==> src/rtl/sccb_pkg.sv <==
// Shared types and constants for the SCCB register-file target.
package sccb_pkg;

  localparam int unsigned BIT_CNT_W = 4;

  localparam logic [7:0] OV7670_ID_W = 8'h42;
  localparam logic [7:0] OV7670_ID_R = 8'h43;

  typedef enum logic [3:0] {
    IDLE,
    ID_BYTE,
    ID_ACK_W,
    ID_ACK_R,
    SUB_BYTE,
    SUB_ACK,
    WR_BYTE,
    WR_ACK,
    RD_BYTE,
    RD_NA,
    IGNORE
  } sccb_state_t;

endpackage

==> src/rtl/sccb_bus_monitor.sv <==
// Synchronises SIOC/SIOD and emits single-cycle edge and START/STOP pulses.
module sccb_bus_monitor #(
  parameter int unsigned SYNC_STAGES = 2
) (
  input  logic clk,
  input  logic rst_n,
  input  logic sioc,
  input  logic siod_in,
  output logic scl_rise,
  output logic scl_fall,
  output logic start,
  output logic stop,
  output logic sda
);

  logic [SYNC_STAGES-1:0] sioc_sync;
  logic [SYNC_STAGES-1:0] siod_sync;
  logic                   sioc_hist;
  logic                   siod_hist;
  logic                   sioc_s;
  logic                   siod_s;
  logic                   scl_high;

  assign sioc_s   = sioc_sync[SYNC_STAGES-1];
  assign siod_s   = siod_sync[SYNC_STAGES-1];
  // START/STOP only count while SIOC was high on both samples, so a data
  // change racing a clock edge is never mistaken for a bus condition.
  assign scl_high = sioc_s & sioc_hist;

  always_ff @(posedge clk or negedge rst_n) begin
    if (!rst_n) begin
      sioc_sync <= '1;
      siod_sync <= '1;
      sioc_hist <= 1'b1;
      siod_hist <= 1'b1;
      scl_rise  <= 1'b0;
      scl_fall  <= 1'b0;
      start     <= 1'b0;
      stop      <= 1'b0;
      sda       <= 1'b1;
    end else begin
      sioc_sync <= {sioc_sync[SYNC_STAGES-2:0], sioc};
      siod_sync <= {siod_sync[SYNC_STAGES-2:0], siod_in};
      sioc_hist <= sioc_s;
      siod_hist <= siod_s;
      scl_rise  <= sioc_s & ~sioc_hist;
      scl_fall  <= ~sioc_s & sioc_hist;
      start     <= scl_high & siod_hist & ~siod_s;
      stop      <= scl_high & ~siod_hist & siod_s;
      sda       <= siod_s;
    end
  end

endmodule

==> src/rtl/sccb_responder.sv <==
// SCCB target: decodes ID/sub-address/data writes and ID/data reads into a register-file port.
module sccb_responder
  import sccb_pkg::*;
#(
  parameter logic [7:0]  DEV_ID      = OV7670_ID_W,
  parameter int unsigned SYNC_STAGES = 2
) (
  input  logic       clk,
  input  logic       rst_n,
  input  logic       sioc,
  input  logic       siod_in,
  output logic       siod_oe,
  output logic       wr_en,
  output logic [7:0] wr_addr,
  output logic [7:0] wr_data,
  output logic [7:0] rd_addr,
  input  logic [7:0] rd_data,
  output logic       busy,
  output logic       err_nack
);

  logic scl_rise, scl_fall, start, stop, sda;

  sccb_bus_monitor #(.SYNC_STAGES(SYNC_STAGES)) u_mon (
    .clk      (clk),
    .rst_n    (rst_n),
    .sioc     (sioc),
    .siod_in  (siod_in),
    .scl_rise (scl_rise),
    .scl_fall (scl_fall),
    .start    (start),
    .stop     (stop),
    .sda      (sda)
  );

  sccb_state_t          state, state_nxt;
  logic [BIT_CNT_W-1:0] bit_cnt, bit_cnt_nxt;
  logic [7:0]           shift, shift_nxt;
  logic [7:0]           rd_addr_nxt, wr_addr_nxt, wr_data_nxt;
  logic                 siod_oe_nxt, wr_en_nxt, busy_nxt, err_nack_nxt;
  logic [7:0]           byte_in;
  logic                 last_bit;

  always_ff @(posedge clk or negedge rst_n) begin
    if (!rst_n) begin
      state    <= IDLE;
      bit_cnt  <= '0;
      shift    <= '0;
      rd_addr  <= '0;
      wr_addr  <= '0;
      wr_data  <= '0;
      siod_oe  <= 1'b0;
      wr_en    <= 1'b0;
      busy     <= 1'b0;
      err_nack <= 1'b0;
    end else begin
      state    <= state_nxt;
      bit_cnt  <= bit_cnt_nxt;
      shift    <= shift_nxt;
      rd_addr  <= rd_addr_nxt;
      wr_addr  <= wr_addr_nxt;
      wr_data  <= wr_data_nxt;
      siod_oe  <= siod_oe_nxt;
      wr_en    <= wr_en_nxt;
      busy     <= busy_nxt;
      err_nack <= err_nack_nxt;
    end
  end

  always_comb begin
    state_nxt    = state;
    bit_cnt_nxt  = bit_cnt;
    shift_nxt    = shift;
    rd_addr_nxt  = rd_addr;
    wr_addr_nxt  = wr_addr;
    wr_data_nxt  = wr_data;
    siod_oe_nxt  = siod_oe;
    busy_nxt     = busy;
    wr_en_nxt    = 1'b0;
    err_nack_nxt = 1'b0;
    byte_in      = {shift[6:0], sda};
    last_bit     = (bit_cnt == BIT_CNT_W'(7));

    if (stop) begin
      state_nxt   = IDLE;
      bit_cnt_nxt = '0;
      siod_oe_nxt = 1'b0;
      busy_nxt    = 1'b0;
    end else if (start) begin
      state_nxt   = ID_BYTE;
      bit_cnt_nxt = '0;
      siod_oe_nxt = 1'b0;
      busy_nxt    = 1'b1;
    end else begin
      case (state)
        ID_BYTE, SUB_BYTE, WR_BYTE: begin
          if (scl_rise) begin
            shift_nxt   = byte_in;
            bit_cnt_nxt = bit_cnt + BIT_CNT_W'(1);
            if (last_bit) begin
              if (state == ID_BYTE) begin
                if (byte_in[7:1] == DEV_ID[7:1]) begin
                  state_nxt = byte_in[0] ? ID_ACK_R : ID_ACK_W;
                end else begin
                  err_nack_nxt = 1'b1;
                  state_nxt    = IGNORE;
                end
              end else if (state == SUB_BYTE) begin
                rd_addr_nxt = byte_in;
                state_nxt   = SUB_ACK;
              end else begin
                wr_en_nxt   = 1'b1;
                wr_addr_nxt = rd_addr;
                wr_data_nxt = byte_in;
                state_nxt   = WR_ACK;
              end
            end
          end
        end
        // First fall after the 8th bit asserts ACK; the next fall ends it.
        ID_ACK_W, ID_ACK_R, SUB_ACK, WR_ACK: begin
          if (scl_fall) begin
            if (!siod_oe) begin
              siod_oe_nxt = 1'b1;
            end else begin
              siod_oe_nxt = 1'b0;
              bit_cnt_nxt = '0;
              case (state)
                ID_ACK_W: state_nxt = SUB_BYTE;
                SUB_ACK:  state_nxt = WR_BYTE;
                WR_ACK: begin
                  rd_addr_nxt = rd_addr + 8'd1;
                  state_nxt   = WR_BYTE;
                end
                default: begin
                  shift_nxt   = rd_data;
                  siod_oe_nxt = ~rd_data[7];
                  state_nxt   = RD_BYTE;
                end
              endcase
            end
          end
        end
        RD_BYTE: begin
          if (scl_rise) begin
            bit_cnt_nxt = bit_cnt + BIT_CNT_W'(1);
          end else if (scl_fall) begin
            if (bit_cnt == '0) begin
              shift_nxt   = rd_data;
              siod_oe_nxt = ~rd_data[7];
            end else if (bit_cnt == BIT_CNT_W'(8)) begin
              siod_oe_nxt = 1'b0;
              state_nxt   = RD_NA;
            end else begin
              shift_nxt   = {shift[6:0], 1'b1};
              siod_oe_nxt = ~shift[6];
            end
          end
        end
        RD_NA: begin
          if (scl_rise) begin
            if (sda) begin
              state_nxt = IGNORE;
            end else begin
              err_nack_nxt = 1'b1;
              rd_addr_nxt  = rd_addr + 8'd1;
              bit_cnt_nxt  = '0;
              state_nxt    = RD_BYTE;
            end
          end
        end
        IDLE, IGNORE: ;
        default: state_nxt = IDLE;
      endcase
    end
  end

endmodule
==> config.mk <==
export PLATFORM = sky130hd
export DESIGN_NAME = sccb_responder
export DESIGN_NICKNAME = d
export VERILOG_FILES = /design/src/rtl/sccb_pkg.sv /design/src/rtl/sccb_bus_monitor.sv /design/src/rtl/sccb_responder.sv
export SDC_FILE = /design/constraint.sdc
export NUM_CORES = 1
export LEC_CHECK = 0
export ABC_CLOCK_PERIOD_IN_PS = 6400
export CAP_MARGIN = 15
export CORE_UTILIZATION = 50
export CTS_BUF_LIST = sky130_fd_sc_hd__clkbuf_4
export CTS_CLUSTER_SIZE = 30
export DETAILED_ROUTE_END_ITERATION = 16
export GPL_TIMING_DRIVEN = 0
export PLACE_DENSITY_LB_ADDON = 0.25
export SLEW_MARGIN = 20
export SYNTH_ARGS = -nofsm -noshare
export SYNTH_HDL_FRONTEND = slang
export SYNTH_HIERARCHICAL = 1
export SYNTH_SLANG_ARGS = --single-unit
==> constraint.sdc <==
create_clock -name clk -period 6.4 [get_ports clk]
set_input_delay 0.64 -clock clk [delete_from_list [all_inputs] [get_ports clk]]
set_output_delay 0.64 -clock clk [all_outputs]
set_load 0.02 [all_outputs]
==> run metrics, run 1 <==
worst path required time=6.67 ns; Fillers=499; CP Depth=7; post-synthesis cell area=0.002904 mm2; type of the tightest min-delay check=input port to asynchronous set/reset pin; multi-input logic area=0.001444 mm2; placed insts=393; max-capacitance violation count=0; initial antenna violation count=0; # IOs=40; DR WL/cell=16.47 um; simple-gate portion of the synthesized area=0.1745; first-pass GRT wire length=11.03 mm; met3 GRT Util=0.03953; Rows=27; most frequent cells in the layout=dfrtp_1, clkdlybuf4s50_1, nand2_1; main combinational cell family by area after synthesis=simple AND/OR/NAND/NOR gates; grt met2 use=0.3658; Final Cell Area=0.003441 mm2; Clock Tree Buf Depth=2; Slowest-stage cell, CP=mux2i_1; YS warnings=6; setup TNS=0 ns; Comb pwr share=0.552; Pre-antenna DRT Iters=4; vias in the first global route=2193; syn avg cell area=10.30 um2; R2R cell count=7; Sink Count=53; Initial Utilization=0.5242; cell mode on critical path=nor3_1; worst-path fanout max=10; Final Hold Viols=0; kind of critical path=flip-flop to flip-flop; post-synthesis sequential area ratio=0.4593; met1 Use GR=0.3427; clock-pin slew on the worst setup and hold paths=0.17 ns; register share of total power=0.342; Net Sw Frac=0.4549; Vias=2323; register bit total from synthesis=53; Port Buffer Count=39; post-synthesis adder-cell area fraction=0.01293; Final HPWL DP=4.743 mm; Final setup viols=0; Slew Limit Fails=0; Startpoint Class=flip-flop; fin crit share=0.3966; via/cell ratio=5.793; crit path buf inv count=2; DRC=0; Area growth syn-to-layout=18.48%; Die H=78.21 um; Die Width=78.21 um; Highest Clock Rate=394.0 MHz; EDFF count, synth=0; Post-Route Skew=0.01885 ns; Core ar.=0.005540 mm2; RR Endpoint=shift[1]; CTS Buf Count=5; cells after synthesis=282; CP cell instances=buf_6 > mux2i_1 > nor3_1 > nor3_1 > buf_2 > o311ai_4 > mux2_1; ANT nets after route=0; post-synthesis mux area share=0.1349; # Post-CTS Setup Buffers=0; fin cells=401; critical path endpoint category=flip-flop; sw power=676.1 uW; power share of the clock group=0.106; Die ar.=0.006117 mm2; Pwr per Cell Area=432.0 mW/mm2; Top FF cell, synth=dfrtp_1; Final GP Congestion=0.8983; H-tree depth=2; RSZ-0062 raised after global routing=false; post-synth cell types=54; Most Crowded Layer GR=met2; Slew @ Worst Pin=0.7163 ns; gr usage total=0.2341; post-cts sizing count=0; largest net degree at the start of global routing=54; Rel. slew slack=0.5193; status=finished clean; Compound-Gate Fraction of Synth Area=0.1719; Storage cell area=0.001334 mm2; VDD IR-drop max=0.1878 mV; CP endpoint=shift[1]; Iteration-0 DRC Markers=231; Leakage=1.465 nW; R2R Setup Slk=3.86 ns; worst r2r src=state[2]; placed cell areas=0.003382 mm2; asr flop ratio synth=1.000; layout cells sized above 1=0.1581; Max stage delay on crit path=0.58 ns; XOR/XNOR Fraction of Synth Area=0.003016; most common cell after layout, fill and taps aside=dfrtp_1; worst setup path startpoint=state[2]; Diodes inserted=0; Root Buffer=clkbuf_4; Period minus WS final=2.538 ns; internal power=810.3 uW; TritonCTS clock tree=yes; final wirelength=6.605 mm; CP Data Arrival Time=2.81 ns; Crit path max-delay family=multiplexers; syn_nets=297; hold_buf cts=0; Layout Nets=343; gr ovfl total=0; worst-skew pair later-pin latency=0.38 ns
==> worst min path at each step <==
stage / start / end / depth (start not counted)
after floorplan: rst_n / bit_cnt[0] / 0
after global placement: u_mon/sioc_sync[0] / u_mon/sioc_sync[1] / 0
after detailed placement: u_mon/sioc_sync[0] / u_mon/sioc_sync[1] / 0
after CTS: rst_n / wr_data[2] / 1
after global routing: rst_n / wr_data[2] / 1
final: rst_n / state[1] / 1
==> metal layers <==
metal / wire length [um] / share of wire
met1: 3152 / 0.48
met2: 3092 / 0.47
met3: 311 / 0.047
met4: 48 / 0.0073
met5: 0 / 0
==> stage by stage <==
step | power (mW) | setup slack, ns | hold WS (ns) | utilization
global placement | 1.303 | 3.096 | 0.3462 | 0.6109
finish | 1.486 | 3.862 | 0.2650 | 0.6210
floorplan | 1.085 | 4.120 | 0.3444 | -
global route | 1.597 | 3.699 | 0.3152 | 0.6210
detailed placement | 1.325 | 3.885 | 0.3485 | 0.6104
CTS | 1.482 | 3.875 | 0.2938 | 0.6210
==> registers in the layout, summed over array words and instances, names as in the netlist, 2 cells and up <==
signal,flops
state,4
u_mon/siod_sync,2
shift,7
rd_addr,8
u_mon/sioc_sync,2
bit_cnt,4
wr_data,8
wr_addr,8
==> Yosys cell counts, drive strengths merged (8+ instances only) <==
library cell,number,share of area
dfrtp,47,0.40
mux2,30,0.12
nand2,24,0.031
a21oi,20,0.034
nor2,17,0.022
o21ai,13,0.022
buf,11,0.023
inv,11,0.014
nand3,10,0.017
nand2b,9,0.019
nor3,9,0.017
a31oi,8,0.017
==> power by group through the flow <==
stage | Combinational [mW] | Clock, mW | Sequential (mW)
after global routing | 0.899 | 0.175 | 0.523
final | 0.821 | 0.157 | 0.508
after detailed placement | 0.813 | 0 | 0.512
after CTS | 0.816 | 0.161 | 0.505
after global placement | 0.794 | 0 | 0.509
after floorplan | 0.571 | 0 | 0.514
==> layout make-up <==
cell class | instances | share of cell area
Buffer | 16 | 0.02473
Clock buffer | 5 | 0.01091
Clock inverter | 3 | 0.006182
Inverter | 11 | 0.01200
Multi-Input combinational cell | 202 | 0.4196
Sequential cell | 53 | 0.3876
Tap cell | 72 | 0.02618
Timing Repair Buffer | 39 | 0.1127
==> cell families (layout without fill, tap and decap cells) <==
group / count (synthesis) / after routing
compound gates: 68 / 68
xor+xnor: 1 / 1
fa+ha+maj: 3 / 3
buf+inv: 27 / 74
flops: 53 / 53
mux: 35 / 35
simple gates: 95 / 95
==> worst reg2reg max path, stage by stage (launching register included) <==
cell,delay [ns]
dfrtp_1,0.44
buf_6,0.16
mux2i_1,0.59
nor3_1,0.13
nor3_1,0.25
buf_2,0.30
o311ai_4,0.22
mux2_1,0.35
Note: power is estimated with default switching activity, not from simulation.
==> run 2: changes to the inputs <==
--- a/config.mk
+++ b/config.mk
@@ -5,7 +5,7 @@
 export SDC_FILE = /design/constraint.sdc
 export NUM_CORES = 1
 export LEC_CHECK = 0
-export ABC_CLOCK_PERIOD_IN_PS = 6400
+export ABC_CLOCK_PERIOD_IN_PS = 2300
 export CAP_MARGIN = 15
 export CORE_UTILIZATION = 50
 export CTS_BUF_LIST = sky130_fd_sc_hd__clkbuf_4
==> constraint.sdc (replaced) <==
create_clock -name clk -period 2.3 [get_ports clk]
set_input_delay 0.23 -clock clk [delete_from_list [all_inputs] [get_ports clk]]
set_output_delay 0.23 -clock clk [all_outputs]
set_load 0.02 [all_outputs]
==> run 2 against run 1 <==
Effect of this change: the run now ends with negative setup slack left; critical path depth shrank 1; count of clock-buffer cells in the layout is the same; critical path type unchanged; largest cell class unchanged; maximum frequency grew 7.7%; routed wire length grew 5.7%; register-to-register slack lost 3.9 ns; total power grew to 3.1 times the previous value; clock power grew to 2.8 times the previous value; non-clock buffer count grew 8; hold slack lost 0.023 ns; sequential share of layout area shrank 1.8 points.
==> run metrics, run 2 (synthesis gave the netlist of run 1 again) <==
worst r2r src=state[2]; Rows=27; DR WL/cell=17.07 um; type of the tightest min-delay check=input port to flip-flop; CP Data Arrival Time=2.64 ns; Net Sw Frac=0.4394; Final HPWL DP=4.743 mm; final wirelength=6.983 mm; Rel. slew slack=0.5554; kind of critical path=flip-flop to flip-flop; # IOs=40; Storage cell area=0.001334 mm2; Slew @ Worst Pin=0.6669 ns; setup ws final=-0.05748 ns; Die Width=78.21 um; most common cell after layout, fill and taps aside=dfrtp_1; Period minus WS final=2.357 ns; RR Endpoint=shift[4]; Pre-antenna DRT Iters=4; Root Buffer=clkbuf_4; initial antenna violation count=0; met1 Use GR=0.3476; Die ar.=0.006117 mm2; setup TNS=-0.2952 ns; Sink Count=53; status=finished with violations; hold path startpoint=sioc; Slew Limit Fails=0; via/cell ratio=5.778; Post-Route Skew=0.01511 ns; total power=4.572 mW; VDD IR-drop max=0.5625 mV; gr usage total=0.2374; ANT nets after route=0; Comb pwr share=0.592; Leakage=1.583 nW; DRC=0; worst-path fanout max=7; Layout Nets=351; fin crit share=1.025; Fillers=481; met3 GRT Util=0.03837; Final Cell Area=0.003612 mm2; crit path buf inv count=2; Top Registers=rd_addr (8), wr_addr (8), wr_data (8); final core occ=0.6520; Final Hold Viols=0; RSZ-0062 raised after global routing=true; max-capacitance violation count=0; internal power=2.563 mW; largest net degree at the start of global routing=54; clock-pin slew on the worst setup and hold paths=0.17 ns; Max stage delay on crit path=0.57 ns; Crit path max-delay family=multiplexers; register share of total power=0.313; Most Crowded Layer GR=met2; worst-skew pair later-pin latency=0.38 ns; layout cells sized above 1=0.2285; Vias=2363; power share of the clock group=0.096; Area growth syn-to-layout=24.39%; multi-input logic area=0.001530 mm2; Highest Clock Rate=424.2 MHz; worst path required time=2.59 ns; Hold Path Cell Cnt=1; Final setup viols=6; CP cell instances=buf_6 > or4b_4 > o32ai_4 > buf_12 > mux2_4 > mux2_1; sw power=2.009 mW; Final GP Congestion=0.8983; Iteration-0 DRC Markers=275; R2R cell count=6; Clock Tree Buf Depth=2; Initial Utilization=0.5242; R2R Setup Slk=-0.06 ns; Core ar.=0.005540 mm2; placed cell areas=0.003382 mm2; critical path endpoint category=flip-flop; failing checks=negative setup slack; Slowest-stage cell, CP=or4b_4; Port Buffer Count=39; CTS Buf Count=5; Startpoint Class=flip-flop; gr ovfl total=0; first-pass GRT wire length=11.14 mm; Pwr per Cell Area=1266 mW/mm2; most frequent cells in the layout=dfrtp_1, clkdlybuf4s50_1, nand2_1; vias in the first global route=2215; Diodes inserted=0; grt met2 use=0.3728; hold endpoint=u_mon/sioc_sync[0]; TritonCTS clock tree=yes; Die H=78.21 um; WHS=0.2425 ns; H-tree depth=2
-- run 2: routing by layer --
metal  part of all wire  vias to the layer above
met5                  0                        -
met4             0.0084                        0
met3              0.039                        6
met2               0.47                       62
met1               0.48                     1160
li1                   -                     1135
-- run 2: worst reg2reg max path, stage by stage (launching register included) --
cell and delay (ns):
dfrtp_1 0.46, buf_6 0.16, or4b_4 0.57, o32ai_4 0.32, buf_12 0.17, mux2_4 0.30, mux2_1 0.28
-- run 2: power by group through the flow --
stage          Sequential, mW  Combinational, mW  Clock [mW]
4_1_cts                  1.41               2.37       0.448
3_5_place_dp             1.43               2.26           0
5_1_grt                  1.46               2.93       0.488
2_1_floorplan            1.43               1.59           0
3_3_place_gp             1.42               2.21           0
6_report                 1.43               2.71       0.437
-- run 2: through the flow --
stage,std cells,worst slack (ns)
floorplan,282,0.01956
global placement,393,-0.5935
detailed placement,393,-0.2151
CTS,403,0.002244
global route,409,-0.06656
finish,409,-0.05748
-- run 2: cell type report --
cell class | instances | share of cell area
Multi-Input combinational cell | 202 | 0.4236
Sequential cell | 53 | 0.3692
Timing Repair Buffer | 49 | 0.1323
Tap cell | 72 | 0.02494
Buffer | 14 | 0.02217
Inverter | 11 | 0.01143
Clock buffer | 5 | 0.01039
Clock inverter | 3 | 0.005888
-- run 2: worst max-delay path by stage --
stage,cells past startpoint,from,end,slack [ns]
2_1_floorplan,6,state[2],shift[1],0.02
3_3_place_gp,1,rst_n,wr_addr[5],-0.59
3_5_place_dp,5,u_mon/stop,wr_addr[0],-0.22
4_1_cts,7,state[2],shift[3],0.002
5_1_grt,6,state[2],shift[1],-0.07
6_report,6,state[2],shift[4],-0.06
-- run 2: repair_timing --
item / 4_1_cts / 5_1_grt
buffers inserted: 3 / 6
hold endpoints to repair: 47 / 0
pin swaps: 2 / 2
endpoints found under the setup margin: 26 / 25
hold buffers: 1 / 0
gates cloned: 0 / 0
resized for setup: 6 / 18
